--- config.mk ---
export PLATFORM = sky130hd
export DESIGN_NAME = acumulador_sat
export DESIGN_NICKNAME = d
export VERILOG_FILES = /design/src/rtl/acumulador_sat_pkg.sv /design/src/rtl/sumador_sat_sim.sv /design/src/rtl/acumulador_sat.sv
export SDC_FILE = /design/constraint.sdc
export NUM_CORES = 1
export LEC_CHECK = 0
export ABC_CLOCK_PERIOD_IN_PS = 6500
export BUFFER_PORTS_ARGS = -buffer_cell sky130_fd_sc_hd__buf_2
export CAP_MARGIN = 20
export CELL_PAD_IN_SITES_DETAIL_PLACEMENT = 0
export CELL_PAD_IN_SITES_GLOBAL_PLACEMENT = 1
export CORE_MARGIN = 3
export CORE_UTILIZATION = 34
export CTS_CLUSTER_SIZE = 30
export DETAILED_ROUTE_END_ITERATION = 8
export PLACE_DENSITY_LB_ADDON = 0.1
export SYNTH_ARGS = -nofsm -noshare
export SYNTH_HDL_FRONTEND = slang
export SYNTH_SLANG_ARGS = --single-unit
--- constraint.sdc ---
create_clock -name clk -period 6.5 [get_ports clk]
set_input_delay 1.3 -clock clk [delete_from_list [all_inputs] [get_ports clk]]
set_output_delay 1.3 -clock clk [all_outputs]
set_load 0.02 [all_outputs]
--- src/rtl/acumulador_sat_pkg.sv ---
// Shared fixed-point filter definitions: default widths and saturation limits.
// No logic, no latency.
// No flow control; constants only.
package acumulador_sat_pkg;

    localparam int W_DEF   = 25;
    localparam int CH_DEF  = 4;
    localparam int CHW_DEF = 2;

    // Largest positive value of a w-bit signed word: 2**(w-1)-1
    function automatic longint sat_max(input int w);
        return (64'sd1 <<< (w - 1)) - 64'sd1;
    endfunction

    // Symmetric negative limit: -(2**(w-1)-1); the most negative code is never produced
    function automatic longint sat_min(input int w);
        return -sat_max(w);
    endfunction

endpackage

--- src/rtl/sumador_sat_sim.sv ---
// Combinational W-bit signed adder with optional symmetric saturation and overflow output.
// Latency: 0 cycles (pure combinational).
// No flow control; the result is valid whenever the inputs are.
module sumador_sat_sim
    import acumulador_sat_pkg::*;
#(
    parameter int W = W_DEF
) (
    input  logic signed [W-1:0] a,
    input  logic signed [W-1:0] b,
    input  logic                sat_en,
    output logic signed [W-1:0] result,
    output logic                ovf
);

    localparam logic signed [W-1:0] MAX      = W'(sat_max(W));
    localparam logic signed [W-1:0] MIN      = W'(sat_min(W));
    localparam logic signed [W-1:0] MOST_NEG = {1'b1, {(W-1){1'b0}}};

    logic [W:0] sum;

    // Sign-extended add; overflow is flagged in both modes, clamping only in saturate mode
    always_comb begin
        sum    = {a[W-1], a} + {b[W-1], b};
        ovf    = sum[W] ^ sum[W-1];
        result = sum[W-1:0];
        if (sat_en) begin
            if (ovf) begin
                result = sum[W] ? MIN : MAX;
            end else if (sum[W-1:0] == MOST_NEG) begin
                // Keep the range symmetric: the lone most-negative code folds to MIN
                result = MIN;
            end
        end
    end

endmodule

--- src/rtl/acumulador_sat.sv ---
// Multi-channel signed accumulator with saturate/wrap arithmetic and sticky overflow flags.
// Latency: 2 cycles from sample to result strobe (input register, then accumulate/output register).
// No backpressure: accepts one sample per cycle on any channel, same-channel back-to-back without stall.
module acumulador_sat
    import acumulador_sat_pkg::*;
#(
    parameter int W   = W_DEF,
    parameter int CH  = CH_DEF,
    parameter int CHW = CHW_DEF
) (
    input  logic                clk,
    input  logic                reset_n,
    input  logic                in_valid,
    input  logic [CHW-1:0]      in_ch,
    input  logic signed [W-1:0] in_data,
    input  logic                in_clr,
    input  logic                in_last,
    input  logic                sat_en,
    input  logic [CH-1:0]       flag_clr,
    output logic                out_valid,
    output logic [CHW-1:0]      out_ch,
    output logic signed [W-1:0] out_data,
    output logic [CH-1:0]       ovf_flag
);

    localparam logic [CHW:0] CH_LIM = CH[CHW:0];

    logic                in_ok;
    logic                s1_vld;
    logic [CHW-1:0]      s1_ch;
    logic signed [W-1:0] s1_dat;
    logic                s1_clr;
    logic                s1_last;
    logic                s1_sat;

    logic signed [W-1:0] acc [CH];
    logic signed [W-1:0] a_op;
    logic signed [W-1:0] res;
    logic                ovf;

    // Samples addressed to a channel that does not exist are dropped at the door
    assign in_ok = in_valid && ({1'b0, in_ch} < CH_LIM);

    // Stage 1: capture the sample and its control bits
    always_ff @(posedge clk) begin
        if (!reset_n) begin
            s1_vld  <= 1'b0;
            s1_ch   <= '0;
            s1_dat  <= '0;
            s1_clr  <= 1'b0;
            s1_last <= 1'b0;
            s1_sat  <= 1'b0;
        end else begin
            s1_vld  <= in_ok;
            s1_ch   <= in_ch;
            s1_dat  <= in_data;
            s1_clr  <= in_clr;
            s1_last <= in_last;
            s1_sat  <= sat_en;
        end
    end

    // Frame start restarts from zero; otherwise read the channel's running sum
    always_comb begin
        a_op = '0;
        if (!s1_clr) begin
            a_op = acc[s1_ch];
        end
    end

    sumador_sat_sim #(.W(W)) u_sumador (
        .a      (a_op),
        .b      (s1_dat),
        .sat_en (s1_sat),
        .result (res),
        .ovf    (ovf)
    );

    // Stage 2: write back the new sum; the next cycle's read sees it directly, so no bypass is needed
    always_ff @(posedge clk) begin
        if (!reset_n) begin
            for (int i = 0; i < CH; i++) begin
                acc[i] <= '0;
            end
        end else if (s1_vld) begin
            acc[s1_ch] <= res;
        end
    end

    // Sticky overflow flags; a new overflow beats a simultaneous clear
    always_ff @(posedge clk) begin
        if (!reset_n) begin
            ovf_flag <= '0;
        end else begin
            for (int c = 0; c < CH; c++) begin
                if (s1_vld && ovf && (s1_ch == CHW'(c))) begin
                    ovf_flag[c] <= 1'b1;
                end else if (flag_clr[c]) begin
                    ovf_flag[c] <= 1'b0;
                end
            end
        end
    end

    // Result strobe on frame end; channel and data hold between strobes
    always_ff @(posedge clk) begin
        if (!reset_n) begin
            out_valid <= 1'b0;
            out_ch    <= '0;
            out_data  <= '0;
        end else begin
            out_valid <= s1_vld && s1_last;
            if (s1_vld && s1_last) begin
                out_ch   <= s1_ch;
                out_data <= res;
            end
        end
    end

endmodule

# Word level (Yosys, flattened, before mapping)

Memories as Yosys holds them, arrays and structs flattened. A register that Yosys moved wholly into a read port is not among the register bits.
Cells that the tools add are included.
W data, S select, Z words.

Register bits: 63
Latch bits: 0
Bits in writable memories: 100
Bits in read-only memories: 0
Output and inout bits: 32
Memories: 1

$add $sub $neg: 1
$mul: 0
Divide/modulo/power cells: 0
Magnitude comparators: 0
Equality and inequality tests: 4
Shifts and indexed selects: 0
Mux-type cells: 21
Bitwise operators: 1
Reductions and logical operators: 12

Memory list:

| memory | words | bits a word | read ports | clocked after memory_dff | wr ports | line                 | RTL |
|---|---|---|---|---|---|---|---|
| acc    | 4     | 25          | 1          | 1                        | 4        | acumulador_sat.sv:36 | `logic signed [W-1:0] acc [CH];` |

Operators by type and width:

| operator               | number |
|---|---|
| $mux W25               | 6 |
| $add A25 B25 Y26       | 1 |
| $eq A25 B25 Y1 const B | 1 |
| $reduce_or A25 Y1      | 1 |
| $mux W1                | 13 |
| $reduce_bool A2 Y1     | 4 |
| $logic_and A1 B1 Y1    | 6 |
| $eq A2 B2 Y1 const B   | 2 |
| $mux W2                | 2 |
| $eq A2 B1 Y1 const B   | 1 |
| $logic_not A2 Y1       | 1 |
| $xor A1 B1 Y1          | 1 |

# Logic depth before layout (Yosys ltp)

Depth in word-level cells: 7
Mapped depth: 17

# Cells and area by module

A second synthesis with hierarchy kept.

Cells, all modules: 802
Area, all modules: 8,528.2 µm²

Modules (own cells, without submodules):

| module          | times used | cells each | area each (µm²) | seq. area each (µm²) |
|---|---|---|---|---|
| acumulador_sat  | 1          | 546        | 6,814.0         | 4,264.1 |
| sumador_sat_sim | 1          | 256        | 1,714.1         | 0.0 |

# Worst setup path before layout

OpenSTA, ideal clock, no wires.

Kind: reg-to-reg
From: register s1_ch[0]
To: memory acc[0][0] in the netlist's numbering, data pin
Library setup time: 0.147 ns
Arrival time: 3.943 ns
Setup slack: 2.410 ns
Cell stages (with the launch flop): 14
Period minus slack after synthesis: 4.090 ns
Cell sequence: dfxtp_1 > buf_1 > mux4_2 > nor2b_1 > ha_1 > o211ai_1 > o21a_2 > a2111oi_2 > nor3b_2 > xnor2_1 > a2111oi_2 > nand4_1 > o41a_1 > a21oi_1

RTL lines:

| what                   | line                 | RTL |
|---|---|---|
| from (decl)            | acumulador_sat.sv:30 | `logic [CHW-1:0] s1_ch;` |
| from (signal assigned) | acumulador_sat.sv:55 | `s1_ch <= in_ch;` |
| to (decl)              | acumulador_sat.sv:36 |  |

==> results.toml <==
[synthesis]
synth_area_leader_cell = "edfxtp_1"
synth_edf_count = 100
yosys.area_share.simple_pct = 14.3
yosysWarnings = 0
ys_types = 56
synth_compound_area_share_pct = 16.4
netlist_instances = 745
synth_top_area_share_pct = 37.1
synth_mux_area_share_pct = 6.81
ys_seq_area_share_pct = 52.7
synth_most_common_cell = "edfxtp_1"
syn-num-nets = 808
syn_area_sq_mm = 0.00809
synth_area_per_cell_sq_um = 10.9
synth_fa_ha_area_share_pct = 4.12
ys_seq_elements = 163
synth_xor_area_share_pct = 2.49
synthFlopType = "edfxtp_1"
synth_top_cells_by_area = "edfxtp_1 (37%), dfxtp_1 (16%), mux4_2 (6.7%), a21oi_1 (4.4%), ha_1 (3.9%)"
ys_top_cells_by_count = "edfxtp_1 (100), nor2_1 (74), a21oi_1 (71)"
async_flop_share_pct = 0
synth_top_family_by_area = "compound AO/OA/AOI/OAI gates"

[hold_path]
min_delay_worst_endpoint = "out_ch[1]"
min_path_type = "flop to flop"
holdPathStages = 2
min_from = "out_ch[1]"

[detailed_routing]
dr.pass1.iters = 5
routedWlPerCell_um = 20.8
drc = 0
postRouteAntennaNets = 0
num_vias = 5956
wl_mm = 23.3
drt-initial-drc-count = 455
viasPerCell = 5.32

[floorplan]
dieArea_sq_mm = 0.0257
die_h_um = 160
core_sq_mm = 0.0230
rows = 55
die_w_um = 160
initial_core_util_pct = 35.2
ioPinCount = 69

[cts]
cts_resized = 0
clockBufferDepth = 2
holdBufCountCts = 0
clk_latency_ns = 0.43
root_buffer = "clkbuf_16"
clk_pin_slew_worst_paths_ns = 0.07
cts_sinks = 163
cts_tree = "yes"
cts_buffers = 17
cts_setup_buffers = 0
htreeDepth = 4

[power]
p_leak_nw = 3.58
power_mw = 2.57
p_per_area_mw_per_mm2 = 276
ir_worst_vdd_uv = 134

[layout]
layout-drive-gt1-share_pct = 20.2
nets = 857
syn_to_final_growth_pct = 15.2
diodes = 0

[setup_path]
crit_path_start_kind = "flop"
crit_fanout = 44
reg2regPathDepth = 16
crit_slowest_cell = "dfxtp_1"
end_kind = "flop"
startpoint = "s1_ch[1]"
crit_buf_inv = 3
crit_family = "compound AO/OA/AOI/OAI gates"
r2r_end = "acc[2][23]"
regToRegSetupSlack_ns = 1.37
path_class = "flop to flop"
slowest_delay_ns = 0.54
cp_cell_sequence = "buf_4 -> mux4_2 -> nor2b_1 -> ha_1 -> inv_1 -> fa_1 -> nand2b_1 -> a211oi_2 -> o211ai_1 -> a21o_1 -> a211o_1 -> a21oi_2 -> buf_4 -> nor2_1 -> o21ai_0 -> nor2_1"
regToRegStartpoint = "s1_ch[1]"
critPathRequiredTime_ns = 6.67
cp.arrival_ns = 5.30

[run]
drv_cap = 0

[run_status]
outcome = "finished, final reports clean"

[global_route]
antenna_found_initial = 0
grtUsageTotal_pct = 18.4
grt_pass1_wl_mm = 36.2
grt_pass1_vias = 6075
gr-total-overflow = 0
grtUsageMet1_pct = 27.2
grt_max_degree = 69
met2_usage_pct = 27.3
use_met3_pct = 3.94
grt_busiest_layer = "met2"

[sta]
drv_slew = 0
max_freq_mhz = 195
finalCriticalPeriod_ns = 5.13
worst_slew_pin_slew_ns = 1.04
final-hold-violation-count = 0
finalSetupViolCount = 0
timing.final.crit_share_pct = 79.0
rsz0062_at_grt = "false"
worst_slack_ns = 1.37
whs_ns = 0.476
skew_ns = 0.0160
tns_ns = 0
slew_headroom_pct = 30.7

[place]
dp_slack_ns = 1.33
hpwlAfterDp_mm = 16.0
place_congestion = 0.895
io_buffers = 68
## placed cells by master, fill, tap and decap left out, types with 4 or more instances in the layout
| master | Yosys | final |
|---|---|---|
| edfxtp_1 | 100 | 100 |
| nor2_1 | 74 | 74 |
| a21oi_1 | 71 | 71 |
| buf_2 | 6 | 68 |
| dfxtp_1 | 63 | 62 |
| nand2_1 | 46 | 46 |
| and2_1 | 39 | 39 |
| o21ai_0 | 41 | 37 |
| o31ai_1 | 32 | 32 |
| nor2b_1 | 30 | 30 |
| ha_1 | 25 | 25 |
| mux4_2 | 24 | 24 |
| clkbuf_16 | 0 | 19 |
| inv_1 | 18 | 18 |
| or2_2 | 16 | 16 |
| xnor2_1 | 14 | 14 |
| a31oi_1 | 9 | 9 |
| xor2_1 | 9 | 9 |
| buf_4 | 0 | 9 |
| o211ai_1 | 8 | 8 |
| a21o_1 | 7 | 7 |
| nor3_1 | 6 | 6 |
| nand4_1 | 6 | 6 |
| nand3_1 | 5 | 5 |
| o22ai_1 | 5 | 5 |
| inv_6 | 0 | 5 |
| o21bai_1 | 4 | 4 |
| o21ai_4 | 0 | 4 |
## stage by stage
step | util [%] | area, sq um | instances
after floorplan | - | 8090 | 745
after global placement | 38.1 | 8750 | 1088
after detailed placement | 38.1 | 8750 | 1088
after CTS | 40.5 | 9320 | 1120
after global routing | 40.5 | 9320 | 1120
final | 40.5 | 9320 | 1120
## cell type report
cell class                      count  area [sq um]
Clock buffer                       22           487
Sequential cell                   163          4270
Fill cell                        2276         13700
Tap cell                          313           392
Inverter                           18          67.6
Clock inverter                     10          82.6
Multi-Input combinational cell    517          3620
Timing Repair Buffer               77           408
## cells by family (layout without fill, tap and decap cells)
| kind of cell | count (synthesis) | after routing |
|---|---|---|
| compound gates | 210 | 210 |
| xor+xnor | 23 | 23 |
| fa+ha+maj | 26 | 26 |
| buf+inv | 65 | 127 |
| flops | 163 | 163 |
| mux | 25 | 25 |
| simple gates | 233 | 233 |
## state kept, by name (all words and copies together), names as in the netlist, 2 cells and up
signal    cells
ovf_flag      4
out_ch        2
s1_dat       25
acc         100
out_data     25
s1_ch         2
## layer usage
layer  share of wire, %  vias up
met5                  0        -
li1                   -     2824
met1                 50     2912
met4                1.4        0
met2                 43      195
met3                5.6       25
## where the power goes
group / total [mW] / internal [mW] / switching (mW)
Clock: 0.994 / 0.545 / 0.450
Combinational: 0.407 / 0.138 / 0.269
Sequential: 1.17 / 1.15 / 0.0222
## worst max-delay path by stage
stage | depth (start not counted) | to | slack, ns
6_report | 16 | acc[2][23] | 1.37
5_1_grt | 14 | acc[0][23] | 0.92
4_1_cts | 14 | acc[1][23] | 1.29
3_5_place_dp | 16 | acc[1][23] | 1.33
3_3_place_gp | 14 | acc[0][23] | 1.32
2_1_floorplan | 13 | acc[0][0] | 2.41
## tightest hold or removal path: stages, from the launching register on
cell,delay (ns)
dfxtp_1,0.31
nand2_1,0.05
a21boi_0,0.07
(Power assumes the default switching activity.)
